`src/rtl/mfp_ahb_input_reader_if.sv`:
```
// AHB-Lite slave-side bus bundle for the MFP input reader.
interface mfp_ahb_input_reader_if;
    logic [7:0]  HADDR;
    logic [31:0] HWDATA;
    logic        HWRITE;
    logic        HSEL;
    logic [31:0] HRDATA;

    modport master (output HADDR, HWDATA, HWRITE, HSEL, input HRDATA);
    modport slave  (input HADDR, HWDATA, HWRITE, HSEL, output HRDATA);
endinterface

```
`src/rtl/mfp_ahb_input_reader.sv`:
```
// MFP AHB-Lite input reader: debounced switches/buttons and a sticky button-press latch.
// Defining MFP_INPUT_READER_IRQ_EN adds the IRQ output and the 0x10 IRQ_MASK register.
module mfp_ahb_input_reader #(
    parameter int TICK_CYCLES    = 50000,
    parameter int STABLE_SAMPLES = 4,
    parameter int N_SW           = 16,
    parameter int N_PB           = 5
) (
    input  logic                  HCLK,
    input  logic                  HRESETn,
    mfp_ahb_input_reader_if.slave bus,
    input  logic [N_SW-1:0]       IO_SW,
    input  logic [N_PB-1:0]       IO_PB
`ifdef MFP_INPUT_READER_IRQ_EN
    ,
    output logic                  IRQ
`endif
);
    localparam int              TW        = $clog2(TICK_CYCLES);
    localparam logic [TW-1:0]   TICK_LAST = TW'(TICK_CYCLES - 1);
    localparam logic [7:0]      OFF_SW    = 8'h00;
    localparam logic [7:0]      OFF_PB    = 8'h04;
    localparam logic [7:0]      OFF_EDGE  = 8'h08;
    localparam logic [7:0]      OFF_W1C   = 8'h0C;
`ifdef MFP_INPUT_READER_IRQ_EN
    localparam logic [7:0]      OFF_MASK  = 8'h10;
`endif

    logic [N_SW-1:0] sw_meta, sw_sync, sw_deb, sw_deb_next, sw_all1, sw_all0;
    logic [N_PB-1:0] pb_meta, pb_sync, pb_deb, pb_deb_next, pb_all1, pb_all0;
    logic [STABLE_SAMPLES-1:0][N_SW-1:0] sw_hist, sw_hist_next;
    logic [STABLE_SAMPLES-1:0][N_PB-1:0] pb_hist, pb_hist_next;
    logic [TW-1:0]   tick_cnt;
    logic            strobe;
    logic [N_PB-1:0] pb_edge, pb_edge_next, pb_rise, clr_mask;
    logic [7:0]      d_addr;
    logic            d_write, d_sel;
    logic            rd_req, rd_clr, wr_act, w1c;
    logic [31:0]     rd_data, hrdata;
    logic            unused_hwdata;
`ifdef MFP_INPUT_READER_IRQ_EN
    logic [N_PB-1:0] irq_mask;
`endif

    assign strobe = (tick_cnt == TICK_LAST);

    // A debounced bit follows its history only once every sample in it agrees.
    always_comb begin
        // NOTE: every variable gets a default before any branch, so no latch can be inferred.
        sw_hist_next = sw_hist;
        pb_hist_next = pb_hist;
        sw_deb_next  = sw_deb;
        pb_deb_next  = pb_deb;
        if (strobe) begin
            sw_hist_next = {sw_hist[STABLE_SAMPLES-2:0], sw_sync};
            pb_hist_next = {pb_hist[STABLE_SAMPLES-2:0], pb_sync};
        end
        sw_all1 = '1;
        sw_all0 = '1;
        pb_all1 = '1;
        pb_all0 = '1;
        for (int k = 0; k < STABLE_SAMPLES; k++) begin
            sw_all1 &= sw_hist_next[k];
            sw_all0 &= ~sw_hist_next[k];
            pb_all1 &= pb_hist_next[k];
            pb_all0 &= ~pb_hist_next[k];
        end
        if (strobe) begin
            sw_deb_next = (sw_deb & ~sw_all0) | sw_all1;
            pb_deb_next = (pb_deb & ~pb_all0) | pb_all1;
        end
    end

    assign rd_req = bus.HSEL & ~bus.HWRITE;
    assign rd_clr = rd_req & (bus.HADDR == OFF_EDGE);
    assign wr_act = d_sel & d_write;
    assign w1c    = wr_act & (d_addr == OFF_W1C);

    always_comb begin
        rd_data = '0;
        case (bus.HADDR)
            OFF_SW:            rd_data = 32'(sw_deb);
            OFF_PB:            rd_data = 32'(pb_deb);
            OFF_EDGE, OFF_W1C: rd_data = 32'(pb_edge);
`ifdef MFP_INPUT_READER_IRQ_EN
            OFF_MASK:          rd_data = 32'(irq_mask);
`endif
            default:           rd_data = '0;
        endcase
    end

    // A fresh press always survives a clear landing on the same edge.
    assign pb_rise      = pb_deb_next & ~pb_deb;
    assign clr_mask     = (rd_clr ? pb_edge : '0) | (w1c ? bus.HWDATA[N_PB-1:0] : '0);
    assign pb_edge_next = (pb_edge & ~clr_mask) | pb_rise;

    // NOTE: sequential state is written only with non-blocking assignments.
    always_ff @(posedge HCLK or negedge HRESETn) begin
        if (!HRESETn) begin
            sw_meta  <= '0;
            sw_sync  <= '0;
            pb_meta  <= '0;
            pb_sync  <= '0;
            tick_cnt <= '0;
            // NOTE: the sample history is reset too; stale history could pass the all-equal test.
            sw_hist  <= '0;
            pb_hist  <= '0;
            sw_deb   <= '0;
            pb_deb   <= '0;
            pb_edge  <= '0;
            d_addr   <= '0;
            d_write  <= 1'b0;
            d_sel    <= 1'b0;
            hrdata   <= '0;
        end else begin
            sw_meta  <= IO_SW;
            sw_sync  <= sw_meta;
            pb_meta  <= IO_PB;
            pb_sync  <= pb_meta;
            tick_cnt <= strobe ? '0 : tick_cnt + 1'b1;
            sw_hist  <= sw_hist_next;
            pb_hist  <= pb_hist_next;
            sw_deb   <= sw_deb_next;
            pb_deb   <= pb_deb_next;
            pb_edge  <= pb_edge_next;
            d_addr   <= bus.HADDR;
            d_write  <= bus.HWRITE;
            d_sel    <= bus.HSEL;
            if (rd_req) hrdata <= rd_data;
        end
    end

`ifdef MFP_INPUT_READER_IRQ_EN
    always_ff @(posedge HCLK or negedge HRESETn) begin
        if (!HRESETn) begin
            irq_mask <= '0;
            IRQ      <= 1'b0;
        end else begin
            if (wr_act && d_addr == OFF_MASK) irq_mask <= bus.HWDATA[N_PB-1:0];
            IRQ <= |(pb_edge & irq_mask);
        end
    end
`endif

    assign bus.HRDATA   = hrdata;
    assign unused_hwdata = ^bus.HWDATA[31:N_PB];
endmodule

```
`src/flat_wrapper.sv`:
```
// flat-port wrapper written by rule: the top's interface ports become plain ports
module mfp_ahb_input_reader_flat 
#(
    parameter int TICK_CYCLES    = 50000,
    parameter int STABLE_SAMPLES = 4,
    parameter int N_SW           = 16,
    parameter int N_PB           = 5
)
  (HCLK, HRESETn, IO_SW, IO_PB, bus_HADDR, bus_HWDATA, bus_HWRITE, bus_HSEL, bus_HRDATA);
  mfp_ahb_input_reader_if bus_i ();
  input  logic HCLK;
  input  logic HRESETn;
  input  logic [N_SW-1:0] IO_SW;
  input  logic [N_PB-1:0] IO_PB;
  input wire logic [$bits(bus_i.HADDR)-1:0] bus_HADDR;
  input wire logic [$bits(bus_i.HWDATA)-1:0] bus_HWDATA;
  input wire logic [$bits(bus_i.HWRITE)-1:0] bus_HWRITE;
  input wire logic [$bits(bus_i.HSEL)-1:0] bus_HSEL;
  output wire logic [$bits(bus_i.HRDATA)-1:0] bus_HRDATA;
  assign bus_i.HADDR = bus_HADDR;
  assign bus_i.HWDATA = bus_HWDATA;
  assign bus_i.HWRITE = bus_HWRITE;
  assign bus_i.HSEL = bus_HSEL;
  assign bus_HRDATA = bus_i.HRDATA;
  mfp_ahb_input_reader #(.TICK_CYCLES(TICK_CYCLES), .STABLE_SAMPLES(STABLE_SAMPLES), .N_SW(N_SW), .N_PB(N_PB)) u_core (.HCLK(HCLK), .HRESETn(HRESETn), .bus(bus_i), .IO_SW(IO_SW), .IO_PB(IO_PB));
endmodule
```
`config.mk`:
```
export PLATFORM = sky130hd
export DESIGN_NAME = mfp_ahb_input_reader_flat
export DESIGN_NICKNAME = d
export VERILOG_FILES = /design/src/rtl/mfp_ahb_input_reader_if.sv /design/src/rtl/mfp_ahb_input_reader.sv /design/src/flat_wrapper.sv
export SDC_FILE = /design/constraint.sdc
export NUM_CORES = 1
export LEC_CHECK = 0
export CAP_MARGIN = 40
export CORE_MARGIN = 2
export CORE_UTILIZATION = 40
export DETAILED_ROUTE_END_ITERATION = 8
export PLACE_DENSITY = 0.64
export SYNTH_ARGS = -nofsm -noshare
export SYNTH_HDL_FRONTEND = slang
export SYNTH_SLANG_ARGS = --single-unit
```
`constraint.sdc`:
```
create_clock -name HCLK -period 2 [get_ports HCLK]
set_clock_uncertainty 0.05 [all_clocks]
set_input_delay 0.4 -clock HCLK [delete_from_list [all_inputs] [get_ports HCLK]]
set_output_delay 0.4 -clock HCLK [all_outputs]
set_load 0.01 [all_outputs]
```
# Word level (Yosys, flattened, before mapping)
# Cells that the tools add are included.
# op_classes
n_mux,7
bitwise,37
n_reduce_logical,2
n_eq_ne,5
n_addsub,1
# op_table
op,count
$and 16x16->16,7
$not 16->16,5
$mux 64,1
$pmux 16 s3,1
$and 5x5->5,9
$not 5->5,7
$eq 8x4->1 const B,3
$mux 20,1
$add 16x1->16 const B,1
$eq 16x16->1 const B,1
$mux 16,1
$or 16x16->16,1
$mux 5,3
$or 5x5->5,3
$eq 8x3->1 const B,1
$logic_not 8->1,1
$and 1x1->1,4
$reduce_or 2->1,1
$not 1->1,1
# word_totals
inputBits,65
output_inout_bits,32
register_bits,210

# Longest topological paths before layout
# depth
depth_word,12
mapped_depth,8

# Least setup slack after synthesis
# No wires, ideal clock.
# synth_path
path_kind,flip-flop to flip-flop
start,register u_core.tick_cnt[0]
end,register u_core.sw_deb[10]
stages_incl_launch_ff,8
path_buffers,2
arrival_ns,1.549
setup_time_ns,0.130
path_slack_ns,0.271
period_less_slack_ns,1.729
required_time_ns,1.820
path_cell_list,dfrtp_1 -> ha_1 -> and3_1 -> and4_1 -> buf_2 -> buf_4 -> a41oi_1 -> a21oi_1
# synth_between
elab_chain_len,9
# synth_rtl
item,line,text
from (decl),mfp_ahb_input_reader.sv:33,logic [TW-1:0] tick_cnt;
from (signal assigned),mfp_ahb_input_reader.sv:120,tick_cnt <= strobe ? '0 : tick_cnt + 1'b1;
$eq 16x16->1 (*),mfp_ahb_input_reader.sv:45,assign strobe = (tick_cnt == TICK_LAST);
$mux 64,mfp_ahb_input_reader.sv:54,if (strobe) begin
$not 16->16,mfp_ahb_input_reader.sv:64,sw_all0 &= ~sw_hist_next[k];
$and 16x16->16 (3 in a row),mfp_ahb_input_reader.sv:64,
$not 16->16,mfp_ahb_input_reader.sv:69,sw_deb_next = (sw_deb & ~sw_all0) | sw_all1;
$and 16x16->16,mfp_ahb_input_reader.sv:69,
$or 16x16->16,mfp_ahb_input_reader.sv:69,
to (signal assigned),mfp_ahb_input_reader.sv:123,sw_deb <= sw_deb_next;
to (decl),mfp_ahb_input_reader.sv:29,"logic [N_SW-1:0] sw_meta, sw_sync, sw_deb, sw_deb_next, sw_all1, sw_all0;"
# Every way passes the cells marked *; elsewhere a longest branch is shown, timed or not.
# A chain may end at the register's enable or synchronous reset.

# Worst setup path after layout
# layout_path
start,register u_core.tick_cnt[0]
end,register u_core.pb_deb[4]
# layout_between
elab_chain_len,10
# layout_rtl
item,line,text
$eq 16x16->1 (*),mfp_ahb_input_reader.sv:45,
$mux 20,mfp_ahb_input_reader.sv:54,
$not 5->5,mfp_ahb_input_reader.sv:66,pb_all0 &= ~pb_hist_next[k];
$and 5x5->5 (3 in a row),mfp_ahb_input_reader.sv:66,
$not 5->5,mfp_ahb_input_reader.sv:70,pb_deb_next = (pb_deb & ~pb_all0) | pb_all1;
$and 5x5->5,mfp_ahb_input_reader.sv:70,
$or 5x5->5,mfp_ahb_input_reader.sv:70,
$mux 5 (*),mfp_ahb_input_reader.sv:68,if (strobe) begin
via u_core.pb_deb_next[4],mfp_ahb_input_reader.sv:30,"logic [N_PB-1:0] pb_meta, pb_sync, pb_deb, pb_deb_next, pb_all1, pb_all0;"
to (signal assigned),mfp_ahb_input_reader.sv:124,pb_deb <= pb_deb_next;
to (decl),mfp_ahb_input_reader.sv:30,
# Mark *: on every way through the listed nets, which the timed path passes. The rest lies on a longest branch.

==> key figures <==
Status
  – Status: completed

Clock tree
  – CTS Buf Count: 17
  – Longest Clk Path Bufs: 2
  – Clock sink count: 173
  – Maximum level of the CTS H-tree: 4
  – Clock slew at reported path FFs: 0.07 ns
  – Root Driver: clkbuf_16
  – Worst skew pair latency: 0.42 ns
  – Postcts setup bufs: 0
  – CTS tree: built

Drt
  – Drt wl/cell: 14.39 µm
  – Via-to-Cell Ratio: between 5 and 6
  – Post-DRT Antenna Nets: 0
  – Vias: around 4,500
  – First DRT Iteration DRCs: 270
  – DRC: 0
  – Routed WL: approximately 13 mm
  – DRT Pass-1 Iters: 5

Critical path
  – CP required: between 2 and 2.5 ns
  – Worst Path Arrival: between 2 and 2.5 ns
  – Startpoint types: register
  – Critical path fanouts, max: 13
  – Crit. End Element: register
  – CP max stage delay: ~0.41 ns
  – Crit-path slowest cell: dfrtp_1
  – Critical path, cell by cell: ha_2, and3_2, nand4_4, buf_4, o41ai_1, a21oi_1
  – Setup Crit Path Kind: reg -> reg
  – CP Buf/Inv Count: 1
  – CP top delay family: compound AO/OA/AOI/OAI gates

Logic synthesis
  – Synth area leaders: dfrtp_1 65%, nand2_1 8.6%, o41ai_1 2.9%, a41oi_1 2.8%, buf_4 2.4%
  – Most frequent cells after synthesis: 173 x dfrtp_1, 153 x nand2_1, 27 x inv_1
  – Synth Flop Type: dfrtp_1
  – Number of synthesized register bits: approximately 170
  – Sequential fraction of the synthesis area: 0.6515
  – Post-synth top area cell: dfrtp_1
  – Netlist cell types: 38
  – Gate Count Post-Synth: about 600
  – Asr flop ratio synth: 1.000
  – Synth Area per Inst: between 10 and 15 µm²
  – Post-synth EDFFs: 0
  – Most common cell in the netlist: dfrtp_1
  – Synth top area share: 0.6515
  – Post-Syn Area: 0.006645 mm²
  – Ys Warns: 0

Final layout
  – Share of layout cells above drive strength 1: 0.1083
  – Reg area: ~0.0043 mm²
  – Ant diodes: 0
  – Final #Nets: a little over 700
  – Fillers: ~1,400
  – Layout area overhead: 21.48%
  – Cell area after layout: ~0.008 mm²
  – Multi-input logic area: slightly above 0.002 mm²

GRT
  – Gr ovfl total: 0
  – Gr usage total: 0.1572
  – Global-route wire length before repair: between 20 and 25 mm
  – Largest net degree at the start of global routing: 56
  – Vias in the first global route: around 4,500
  – Initial antenna violation count: 0

Job
  – Max-Cap Viols: 0

STA
  – Max Slew Vio Count: 0
  – Fin. Hold Viols: 0
  – Tmin final: 1.896 ns
  – Final setup margin: around 0.10 ns
  – Maximum clock frequency: around 530 MHz
  – Crit share post-route: 0.9479
  – Setup violation total in the final timing report: 0
  – RSZ-0062 raised after global routing: false

Placed design
  – DP Area: between 0.007 and 0.008 mm²
  – Hpwl dp: around 8.4 mm
  – Pre-CTS WS: -0.1508 ns
  – GP Congestion: between 0.7 and 0.8
  – Buffers added on ports: between 50 and 60

Die
  – Die extent in x: between 100 and 150 µm
  – Core area: roughly 0.016 mm²
  – I/O pin count: 97
  – DIE AREA: around 0.018 mm²
  – Row cnt: 47
  – Die H: between 100 and 150 µm
  – Starting density of the core: 0.4050

Pwr
  – Pleak: about 0.0036 µW
  – Worst vdd ir: 0.6501 mV
  – Pwr/cell area: about 860 mW/mm²

Worst hold path
  – Hold crit path type: reg -> reg
[final timing paths]
kind	cells past startpoint	slack, ns	endpoint	start
min in group asynchronous	2	0.38	u_core.pb_sync[4]$_DFF_PN0_	HRESETn
hold / removal	0	0.30	u_core.pb_sync[4]$_DFF_PN0_	u_core.pb_meta[4]$_DFF_PN0_
setup / recovery	6	0.10	u_core.pb_deb[4]$_DFF_PN0_	u_core.tick_cnt[0]$_DFF_PN0_
max in group asynchronous	3	0.88	u_core.sw_meta[4]$_DFF_PN0_	HRESETn
setup reg to reg	6	0.10	u_core.pb_deb[4]$_DFF_PN0_	u_core.tick_cnt[0]$_DFF_PN0_
hold reg to reg	0	0.30	u_core.pb_sync[4]$_DFF_PN0_	u_core.pb_meta[4]$_DFF_PN0_
[layer usage]
metal | wire (µm) | vias up | track usage | share of wire
li1 | - | 2124 | - | -
met1 | 5965 | 2280 | 0.2128 | 0.47
met2 | 6129 | 91 | 0.2447 | 0.48
met3 | 457 | 17 | 0.04636 | 0.036
met4 | 178 | 0 | 0.05137 | 0.014
met5 | 0 | - | 0 | 0
[per-stage QoR]
step / util / std cells / setup TNS (ns) / hold slack, ns / power (µW)
5_1_grt: 0.4920 / 885 / 0 / 0.3032 / 7194
3_5_place_dp: 0.4548 / 852 / -1.836 / 0.2713 / 3883
4_1_cts: 0.4900 / 885 / 0 / 0.2996 / 6994
3_3_place_gp: 0.4548 / 852 / -2.389 / 0.2646 / 3874
6_report: 0.4920 / 885 / 0 / 0.2988 / 6914
2_1_floorplan: - / 604 / 0 / 0.05441 / 3719
[layout make-up]
cell class / instances / area share
clock buffer: 22 / 0.05998
clock inverter: 10 / 0.01023
inverter: 27 / 0.01255
multi-input combinational: 359 / 0.2534
sequential: 173 / 0.5363
tap: 220 / 0.03410
timing repair buffer: 74 / 0.09346
[where the power goes]
group	internal [µW]	switching (µW)	leakage, µW
Clock	1740	1360	0.000266
Combinational	98.8	120	0.00106
Sequential	3560	34.9	0.00226
Total	5400	1520	0.00359
[logic make-up after synthesis]
group                      Yosys count  synth area share
and+or+nand+nor                    205            0.1350
xor gates and xnor gates            13           0.01713
muxes                                5          0.007532
buffers and inverters               72           0.05686
adders and majority gates            1          0.001883
AOI/OAI and AO/OA                  119            0.1295
other                                1         0.0005643
DFF                                173            0.6515
[repair_timing]
item	4_1_cts	5_1_grt
hold buffers	1	0
endpoints found under the hold margin	32	0
setup endpoints to repair	0	19
resized for setup	0	6
[cell usage in the layout, fill, tap and decap left out, drive strengths merged, types with 2 or more instances in the layout]
| cell | n |
|---|---|
| dfrtp | 173 |
| nand2 | 153 |
| clkdlybuf4s50 | 52 |
| inv | 29 |
| o21ai | 28 |
| a21oi | 26 |
| o41ai | 26 |
| clkbuf | 22 |
| a41oi | 21 |
| buf | 21 |
| nor2 | 17 |
| conb | 16 |
| nand3 | 11 |
| a22o | 11 |
| xnor2 | 9 |
| o211ai | 6 |
| nand4 | 6 |
| mux2i | 5 |
| xor2 | 4 |
| clkinvlp | 4 |
| clkinv | 4 |
| nor4 | 4 |
| nor3 | 3 |
| and4bb | 2 |
[state kept, by name (all words and copies together), names as in the netlist]
signal             flops
u_core.tick_cnt       16
u_core.sw_deb         16
u_core.d_sel           1
u_core.sw_sync        16
u_core.d_write         1
u_core.pb_hist        15
u_core.pb_meta         5
u_core.sw_meta        16
u_core.pb_edge         5
u_core.d_addr          8
u_core.sw_hist        48
u_core.pb_sync         5
u_core.pb_deb          5
u_core.bus.HRDATA     16
[worst reg2reg max path, delay by kind of cell (launching register included)]
kind	cells	cell delay (ns)
adders and majority gates	1	0.23
and+or+nand+nor	2	0.40
DFF	1	0.41
buffers and inverters	1	0.24
AOI/OAI and AO/OA	2	0.44
No activity file was read; power rests on OpenSTA's default activity.
